[config.mk]
export PLATFORM = sky130hd
export DESIGN_NAME = pll_reset_sequencer
export DESIGN_NICKNAME = d
export VERILOG_FILES = /design/src/rtl/pll_reset_sequencer.sv
export SDC_FILE = /design/constraint.sdc
export NUM_CORES = 1
export LEC_CHECK = 0
export ABC_AREA = 1
export BUFFER_PORTS_ARGS = -buffer_cell sky130_fd_sc_hd__buf_2
export CAP_MARGIN = 30
export CORE_ASPECT_RATIO = 1.4
export CORE_MARGIN = 3
export CORE_UTILIZATION = 44
export CTS_CLUSTER_SIZE = 25
export DETAILED_ROUTE_END_ITERATION = 12
export PLACE_DENSITY_LB_ADDON = 0.05
export SLEW_MARGIN = 10
export SYNTH_ARGS = -nofsm -noshare
export SYNTH_HDL_FRONTEND = slang
export SYNTH_SLANG_ARGS = --single-unit
[constraint.sdc]
create_clock -name clock -period 1.5 [get_ports clock]
set_input_delay 0.075 -clock clock [delete_from_list [all_inputs] [get_ports clock]]
set_output_delay 0.075 -clock clock [all_outputs]
set_load 0.05 [all_outputs]
[src/rtl/pll_reset_sequencer.sv]
// Synchronizes the PLL lock flag, qualifies it and drives the core reset; counts lock losses.
// Define PLL_RESET_SEQ_TIMEOUT_EN to add the sticky WAIT_LOCK timeout flag (lock_timeout).
module pll_reset_sequencer #(
  parameter int SYNC_STAGES    = 2,
  parameter int HOLD_CYCLES    = 16,
  parameter int STABLE_CYCLES  = 1024,
  parameter int FILTER_CYCLES  = 4,
  parameter int CNT_WIDTH      = 8,
  parameter int TIMEOUT_CYCLES = 1000000
) (
  input  logic                 clock,
  input  logic                 reset,
  input  logic                 locked,
  output logic                 reset_out,
  output logic                 ready,
  output logic [CNT_WIDTH-1:0] loss_count,
  output logic                 lock_timeout
);

  // state      | meaning
  // RESET_HOLD | fixed-length reset hold, lock ignored
  // WAIT_LOCK  | waiting for synchronized lock
  // STABLE     | counting consecutive locked cycles before release
  // RUN        | core out of reset, filtering lock drops
  typedef enum logic [1:0] {RESET_HOLD, WAIT_LOCK, STABLE, RUN} state_t;

  localparam int MAX_HS = (HOLD_CYCLES > STABLE_CYCLES) ? HOLD_CYCLES : STABLE_CYCLES;
  localparam int MAX_HSF = (MAX_HS > FILTER_CYCLES) ? MAX_HS : FILTER_CYCLES;
`ifdef PLL_RESET_SEQ_TIMEOUT_EN
  localparam int MAX_ALL = (MAX_HSF > TIMEOUT_CYCLES) ? MAX_HSF : TIMEOUT_CYCLES;
`else
  localparam int MAX_ALL = MAX_HSF;
`endif
  localparam int CW = $clog2(MAX_ALL) + 1;

  if (SYNC_STAGES < 2 || SYNC_STAGES > 4 || HOLD_CYCLES < 1 || STABLE_CYCLES < 1 ||
      FILTER_CYCLES < 1 || CNT_WIDTH < 1 || TIMEOUT_CYCLES < 1) begin : g_bad_params
    $error("pll_reset_sequencer: illegal parameter value");
  end

  logic [SYNC_STAGES-1:0] sync_q;
  logic                   locked_s;
  state_t                 state;
  logic [CW-1:0]          cnt;

  always_ff @(posedge clock or posedge reset) begin
    if (reset) begin
      sync_q <= '0;
    end else begin
      sync_q <= {sync_q[SYNC_STAGES-2:0], locked};
    end
  end

  assign locked_s = sync_q[SYNC_STAGES-1];

  always_ff @(posedge clock or posedge reset) begin
    if (reset) begin
      state      <= RESET_HOLD;
      cnt        <= '0;
      reset_out  <= 1'b1;
      ready      <= 1'b0;
      loss_count <= '0;
    end else begin
      case (state)
        RESET_HOLD: begin
          if (cnt == CW'(HOLD_CYCLES - 1)) begin
            state <= WAIT_LOCK;
            cnt   <= '0;
          end else begin
            cnt <= cnt + CW'(1);
          end
        end
        WAIT_LOCK: begin
          if (locked_s) begin
            state <= STABLE;
            cnt   <= '0;
          end
`ifdef PLL_RESET_SEQ_TIMEOUT_EN
          // parks at TIMEOUT_CYCLES-1 once the flag is set so it never wraps
          else if (cnt != CW'(TIMEOUT_CYCLES - 1)) begin
            cnt <= cnt + CW'(1);
          end
`endif
        end
        STABLE: begin
          if (!locked_s) begin
            state <= WAIT_LOCK;
            cnt   <= '0;
          end else if (cnt == CW'(STABLE_CYCLES - 1)) begin
            state     <= RUN;
            cnt       <= '0;
            reset_out <= 1'b0;
            ready     <= 1'b1;
          end else begin
            cnt <= cnt + CW'(1);
          end
        end
        RUN: begin
          if (locked_s) begin
            cnt <= '0;
          end else if (cnt == CW'(FILTER_CYCLES - 1)) begin
            state     <= RESET_HOLD;
            cnt       <= '0;
            reset_out <= 1'b1;
            ready     <= 1'b0;
            if (loss_count != '1) begin
              loss_count <= loss_count + CNT_WIDTH'(1);
            end
          end else begin
            cnt <= cnt + CW'(1);
          end
        end
        default: begin
          state     <= RESET_HOLD;
          cnt       <= '0;
          reset_out <= 1'b1;
          ready     <= 1'b0;
        end
      endcase
    end
  end

`ifdef PLL_RESET_SEQ_TIMEOUT_EN
  always_ff @(posedge clock or posedge reset) begin
    if (reset) begin
      lock_timeout <= 1'b0;
    end else if (state == WAIT_LOCK && !locked_s && cnt == CW'(TIMEOUT_CYCLES - 1)) begin
      lock_timeout <= 1'b1;
    end
  end
`else
  assign lock_timeout = 1'b0;
`endif

endmodule

==> results.sh, run 1 <==
export IMPL_status="finished clean"
export IMPL_final_nets=219
export IMPL_cts_tree="built"
export IMPL_cp_required_ns=1.67
export IMPL_setup_tns_ns=0
export IMPL_period_minus_slack_ns=1.48
export IMPL_clock_sinks=25
export IMPL_drt_total_wl_um=3130
export IMPL_power_leakage_nw=0.885
export IMPL_ys_types=27
export IMPL_rr_endpoint="cnt[6]"
export IMPL_clock_path_buffers=2
export IMPL_via_per_inst=4.90
export IMPL_synth_warnings=0
export IMPL_synth_area_leaders="dfrtp_1, nand2_1, nor2_1, nand3_1, xor2_1"
export IMPL_numPortBuffers=12
export IMPL_grt_pass1_wl_um=5510
export IMPL_holdWs_ns=0.360
export IMPL_grt_max_degree=26
export IMPL_critPathArrivalTime_ns=1.65
export IMPL_yosysTopAreaCellShare=0.426
export IMPL_placed_area_um2=1620
export IMPL_drtAntennaViolNets=0
export IMPL_synth_edff_count=0
export IMPL_drcViolationCount=0
export IMPL_crit_start="cnt[0]"
export IMPL_cp_start_kind="flip-flop"
export IMPL_ff2ff_setup_slack_ns=0.02
export IMPL_yosysSeqAreaShare=0.445
export IMPL_synth_most_common_cell="nand2_1"
export IMPL_hp_class="reg -> reg"
export IMPL_initial_core_util=0.475
export IMPL_antenna_cells=0
export IMPL_fmax_mhz=674
export IMPL_grt_antenna_before_repair=0
export IMPL_synth_top_area_cell="dfrtp_1"
export IMPL_worstSetupEndpointType="flip-flop"
export IMPL_ys_ff_latch=25
export IMPL_cp_endpoint="cnt[6]"
export IMPL_regArea_um2=634
export IMPL_drt_iter0_drc=21
export IMPL_synthArstFlopShare=1.00
export IMPL_power_density_nw_per_um2=1250
export IMPL_num_rows=23
export IMPL_die_x_um=53.8
export IMPL_final_cell_area_um2=1770
export IMPL_synth_ff_type="dfrtp_1"
export IMPL_worstSkewPairLatency_ns=0.27
export IMPL_vias=1224
export IMPL_dieArea_um2=3930
export IMPL_irDropWorstVdd_mv=0.787
export IMPL_max_cap_viol_count=0
export IMPL_avgSynthCellArea_um2=7.83
export IMPL_overflow=0
export IMPL_finalCritPeriodShare=0.990
export IMPL_grt_total_usage=0.191
export IMPL_worst_r2r_startpoint="cnt[0]"
export IMPL_r2r_cells=8
export IMPL_rsz0062_at_grt="yes"
export IMPL_finalHoldViolCount=0
export IMPL_clkTransAtPathRegs_ns=0.09
export IMPL_die_h_um=73.0
export IMPL_holdPathStages=0
export IMPL_area_delta_synth_final_pct=25.9
export IMPL_multi_input_area_um2=768
export IMPL_root_buffer="clkbuf_8"
export IMPL_h_tree_depth=1
export IMPL_setup_viol=0
export IMPL_first_pass_iters=4
export IMPL_drive_above_1_share=0.305
export IMPL_netlist_area_um2=1410
export IMPL_cp_max_fo=7
export IMPL_path_class="reg -> reg"
export IMPL_wl_per_cell_um=12.5
export IMPL_fillers=282
export IMPL_place_gp_congestion=0.815
export IMPL_grt_pass1_vias=1318
export IMPL_ys_top_cells_by_count="nand2_1, nor2_1, dfrtp_1, inv_1, nand3_1"
export IMPL_skew_ns=0.00274
export IMPL_cts_buffers=3
export IMPL_core_um2=2960
export IMPL_io_pins=14
export IMPL_report_final_slew_viol_count=0
export IMPL_synth_cells=180
export IMPL_synth_nets=185
export IMPL_hpwl_um=2280
layout by cell type (no fill, tap or decap), types with 2 or more instances in the layout:
| cell | count |
|---|---|
| xor2_1 | 8 |
| nor2_4 | 3 |
| clkbuf_8 | 3 |
| inv_1 | 18 |
| nor3_1 | 3 |
| buf_4 | 17 |
| nor2_2 | 3 |
| nand4_1 | 2 |
| o21ai_2 | 3 |
| nand2_4 | 2 |
| dfrtp_1 | 18 |
| buf_2 | 12 |
| nand2_1 | 49 |
| o21ai_0 | 2 |
| xnor2_1 | 6 |
| dlygate4sd3_1 | 2 |
| nand2_2 | 4 |
| nand3_1 | 12 |
| dfrtp_2 | 6 |
| nand3_2 | 2 |
| nor2_1 | 23 |
worst min path at each step:
stage / startpoint / end / slack, ns
finish: sync_q[0] / sync_q[1] / 0.36
detailed placement: reset / cnt[10] / 0.16
floorplan: reset / cnt[0] / 0.10
CTS: sync_q[0] / sync_q[1] / 0.37
global placement: reset / cnt[6] / 0.14
global route: sync_q[0] / sync_q[1] / 0.37
through the flow:
| step | utilization | worst slack, ns | power, mW | instances |
|---|---|---|---|---|
| floorplan | - | 0.0119 | 1.48 | 180 |
| global placement | 0.546 | 0.0481 | 1.68 | 240 |
| detailed placement | 0.546 | -0.00157 | 1.70 | 240 |
| CTS | 0.582 | 0.00407 | 2.17 | 249 |
| global route | 0.599 | -0.0927 | 2.39 | 250 |
| finish | 0.599 | 0.0154 | 2.23 | 250 |
routing by layer:
metal / wire length [um] / global-route usage / up-vias
met5: 0 / 0 / -
met1: 1220 / 0.208 / 576
met2: 1740 / 0.338 / 16
li1: - / - / 623
met3: 65 / 0.0327 / 9
met4: 92 / 0.0994 / 0
cell type report:
class | count | share of cell area
Multi-Input combinational cell | 134 | 0.433
Sequential cell | 25 | 0.358
Inverter | 19 | 0.0402
Timing Repair Buffer | 31 | 0.117
Clock inverter | 1 | 0.00282
Tap cell | 37 | 0.0261
Clock buffer | 3 | 0.0233
kinds of logic after synthesis:
kind of cell	Yosys count	synth area share
and+or+nand+nor	109	0.345
DFF	25	0.445
xor gates and xnor gates	14	0.0870
buffers and inverters	21	0.0639
AOI/OAI and AO/OA	8	0.0382
adders and majority gates	2	0.0178
other	1	0.00266
critical path: stages (launching register included):
cell and delay (ns):
dfrtp_1 0.36, ha_2 0.20, nand2_2 0.08, nor2_4 0.11, nand3b_1 0.15, nand2_2 0.13
nand3_4 0.09, nor2_4 0.18, nor2_1 0.07
sequential cells by signal (all words and copies together), names as in the netlist:
| register | count |
|---|---|
| cnt | 11 |
| loss_count | 8 |
| ready | 1 |
| reset_out | 1 |
| state | 2 |
| sync_q | 2 |
report_power, final:
| part | switching [mW] | internal, mW |
|---|---|---|
| combinational | 0.581 | 0.350 |
| sequential | 0.0997 | 0.778 |
| clock | 0.230 | 0.186 |
| total | 0.911 | 1.31 |
what timing repair did:
action / in CTS / in global routing
hold buffers: 2 / 0
pin swaps: 6 / 8
setup endpoints to repair: 8 / 21
gates resized for setup: 5 / 12
buffers inserted: 3 / 1
hold endpoints to repair: 25 / 0
gates cloned: 0 / 0
Power figures use the tool's default switching activity.
==> run 2: changes to the inputs <==
--- a/config.mk
+++ b/config.mk
@@ -15,4 +15,5 @@
 export DETAILED_ROUTE_END_ITERATION = 12
 export PLACE_DENSITY_LB_ADDON = 0.05
+export REMOVE_ABC_BUFFERS = 1
 export SLEW_MARGIN = 10
 export SYNTH_ARGS = -nofsm -noshare
==> constraint.sdc (replaced) <==
create_clock -name clock -period 1.5 [get_ports clock]
set_input_delay 0.075 -clock clock [delete_from_list [all_inputs] [get_ports clock]]
set_output_delay 0.075 -clock clock [all_outputs]
set_load 0.1 [all_outputs]
==> run 2 against run 1 <==
  * Clock power down 5.0%
  * Routed wire length down 4.4%
  * Maximum frequency down 0.51%
  * Via count down 0.16%
  * Sequential share of layout area up 0.12 points
  * First-iteration DRC count up 4.8%
  * Register-to-register slack about the same
  * Utilization down 0.68 points
  * Die area unchanged
==> results.sh, run 2 (synthesized netlist as in run 1, its figures left out) <==
export IMPL_clock_path_buffers=2
export IMPL_num_rows=23
export IMPL_grt_max_degree=26
export IMPL_numPortBuffers=12
export IMPL_final_nets=218
export IMPL_drive_above_1_share=0.283
export IMPL_clkTransAtPathRegs_ns=0.09
export IMPL_cts_buffers=3
export IMPL_wl_per_cell_um=12.0
export IMPL_layout_setup_ws_ns=0.00777
export IMPL_irDropWorstVdd_mv=0.995
export IMPL_largest_reg_flops=11
export IMPL_first_pass_iters=4
export IMPL_status="finished clean"
export IMPL_worst_r2r_startpoint="cnt[1]"
export IMPL_rsz0062_at_grt="yes"
export IMPL_final_cell_area_um2=1750
export IMPL_drcViolationCount=0
export IMPL_fillers=289
export IMPL_cp_required_ns=1.66
export IMPL_power_leakage_nw=0.879
export IMPL_grt_pass1_wl_um=5400
export IMPL_grt_pass1_vias=1313
export IMPL_grt_antenna_before_repair=0
export IMPL_final_util=0.592
export IMPL_clock_sinks=25
export IMPL_critPathArrivalTime_ns=1.65
export IMPL_worstSkewPairLatency_ns=0.26
export IMPL_placed_area_um2=1590
export IMPL_core_um2=2960
export IMPL_ff2ff_setup_slack_ns=0.008
export IMPL_fmax_mhz=670
export IMPL_drt_iter0_drc=22
export IMPL_root_buffer="clkbuf_8"
export IMPL_instances_no_fill=249
export IMPL_drt_total_wl_um=2990
export IMPL_holdPathStages=0
export IMPL_holdWs_ns=0.380
export IMPL_vias=1222
export IMPL_max_cap_viol_count=0
export IMPL_rr_endpoint="cnt[2]"
export IMPL_path_class="reg -> reg"
export IMPL_h_tree_depth=1
export IMPL_period_minus_slack_ns=1.49
export IMPL_setup_tns_ns=0
export IMPL_dp_cells=239
export IMPL_min_from="sync_q[0]"
export IMPL_power_density_nw_per_um2=1340
export IMPL_hpwl_um=2280
export IMPL_antenna_cells=0
export IMPL_initial_core_util=0.475
export IMPL_skew_ns=0.00188
export IMPL_setup_viol=0
export IMPL_via_per_inst=4.91
export IMPL_overflow=0
export IMPL_place_gp_congestion=0.855
export IMPL_worstSetupEndpointType="flip-flop"
export IMPL_cp_start_kind="flip-flop"
export IMPL_finalCritPeriodShare=0.995
export IMPL_layout_commonest_cell="nand2_1"
export IMPL_finalHoldViolCount=0
export IMPL_drtAntennaViolNets=0
export IMPL_dieArea_um2=3930
export IMPL_cts_tree="built"
export IMPL_total_power_mw=2.34
export IMPL_die_x_um=53.8
export IMPL_layout_common_cells="nand2_1, nor2_1, dfrtp_1"
export IMPL_top_register="cnt"
export IMPL_grt_total_usage=0.181
export IMPL_top_regs="cnt: 11 flops, loss_count: 8 flops"
export IMPL_cp_max_fo=7
export IMPL_place_ws_ns=-0.0322
export IMPL_hp_class="reg -> reg"
export IMPL_area_delta_synth_final_pct=24.5
export IMPL_holdPathEnd="sync_q[1]"
export IMPL_r2r_cells=8
export IMPL_report_final_slew_viol_count=0
export IMPL_io_pins=14
export IMPL_die_h_um=73.0
## run 2: cell count changes in the layout (fill, tap and decap cells not counted), sizes merged
cell  before  now
buf       29   28
## run 2: how the worst max path moves through the flow
| stage | slack [ns] | cells after the start | end | startpoint |
|---|---|---|---|---|
| 2_1_floorplan | -0.54 | 6 | loss_count[0] | loss_count[0] |
| 3_3_place_gp | 0.04 | 9 | state[1] | cnt[0] |
| 3_5_place_dp | -0.03 | 8 | cnt[2] | cnt[1] |
| 4_1_cts | -0.03 | 8 | cnt[2] | cnt[1] |
| 5_1_grt | -0.11 | 8 | cnt[10] | cnt[0] |
| 6_report | 0.008 | 8 | cnt[2] | cnt[1] |
## run 2: what timing repair did
item,CTS,global route
pin swaps,6,7
resized for setup,6,14
endpoints found under the hold margin,25,0
setup endpoints to repair,10,21
buffers inserted,1,3
hold buffers,2,0
## run 2: report_power, final
group | total [mW] | internal (mW) | switching (mW)
clock | 0.396 | 0.186 | 0.210
sequential | 0.858 | 0.775 | 0.0830
combinational | 1.09 | 0.364 | 0.726
total | 2.34 | 1.33 | 1.02
## run 2: area by class of cell
type                       count  area [um^2]  area share
inverter                      19         71.3      0.0407
tap                           37         46.3      0.0264
clock buffer                   3         41.3      0.0235
timing repair buffer          30          200       0.114
multi-input combinational    134          761       0.434
clock inverter                 1         5.00     0.00285
sequential                    25          629       0.359
## run 2: critical path: stages (launching register included)
cell	delay (ns)
dfrtp_1	0.37
ha_2	0.21
nand2_2	0.08
nor2_4	0.13
nand3b_1	0.14
nand2_2	0.12
nand3_4	0.10
nor2_4	0.18
nor2_1	0.07
## run 2: per-layer routing
metal / vias up / GRT usage / wire length (um)
li1: 619 / - / -
met1: 580 / 0.192 / 1210
met2: 15 / 0.346 / 1640
met3: 8 / 0.0184 / 55
met4: 0 / 0.0710 / 76
met5: - / 0 / 0
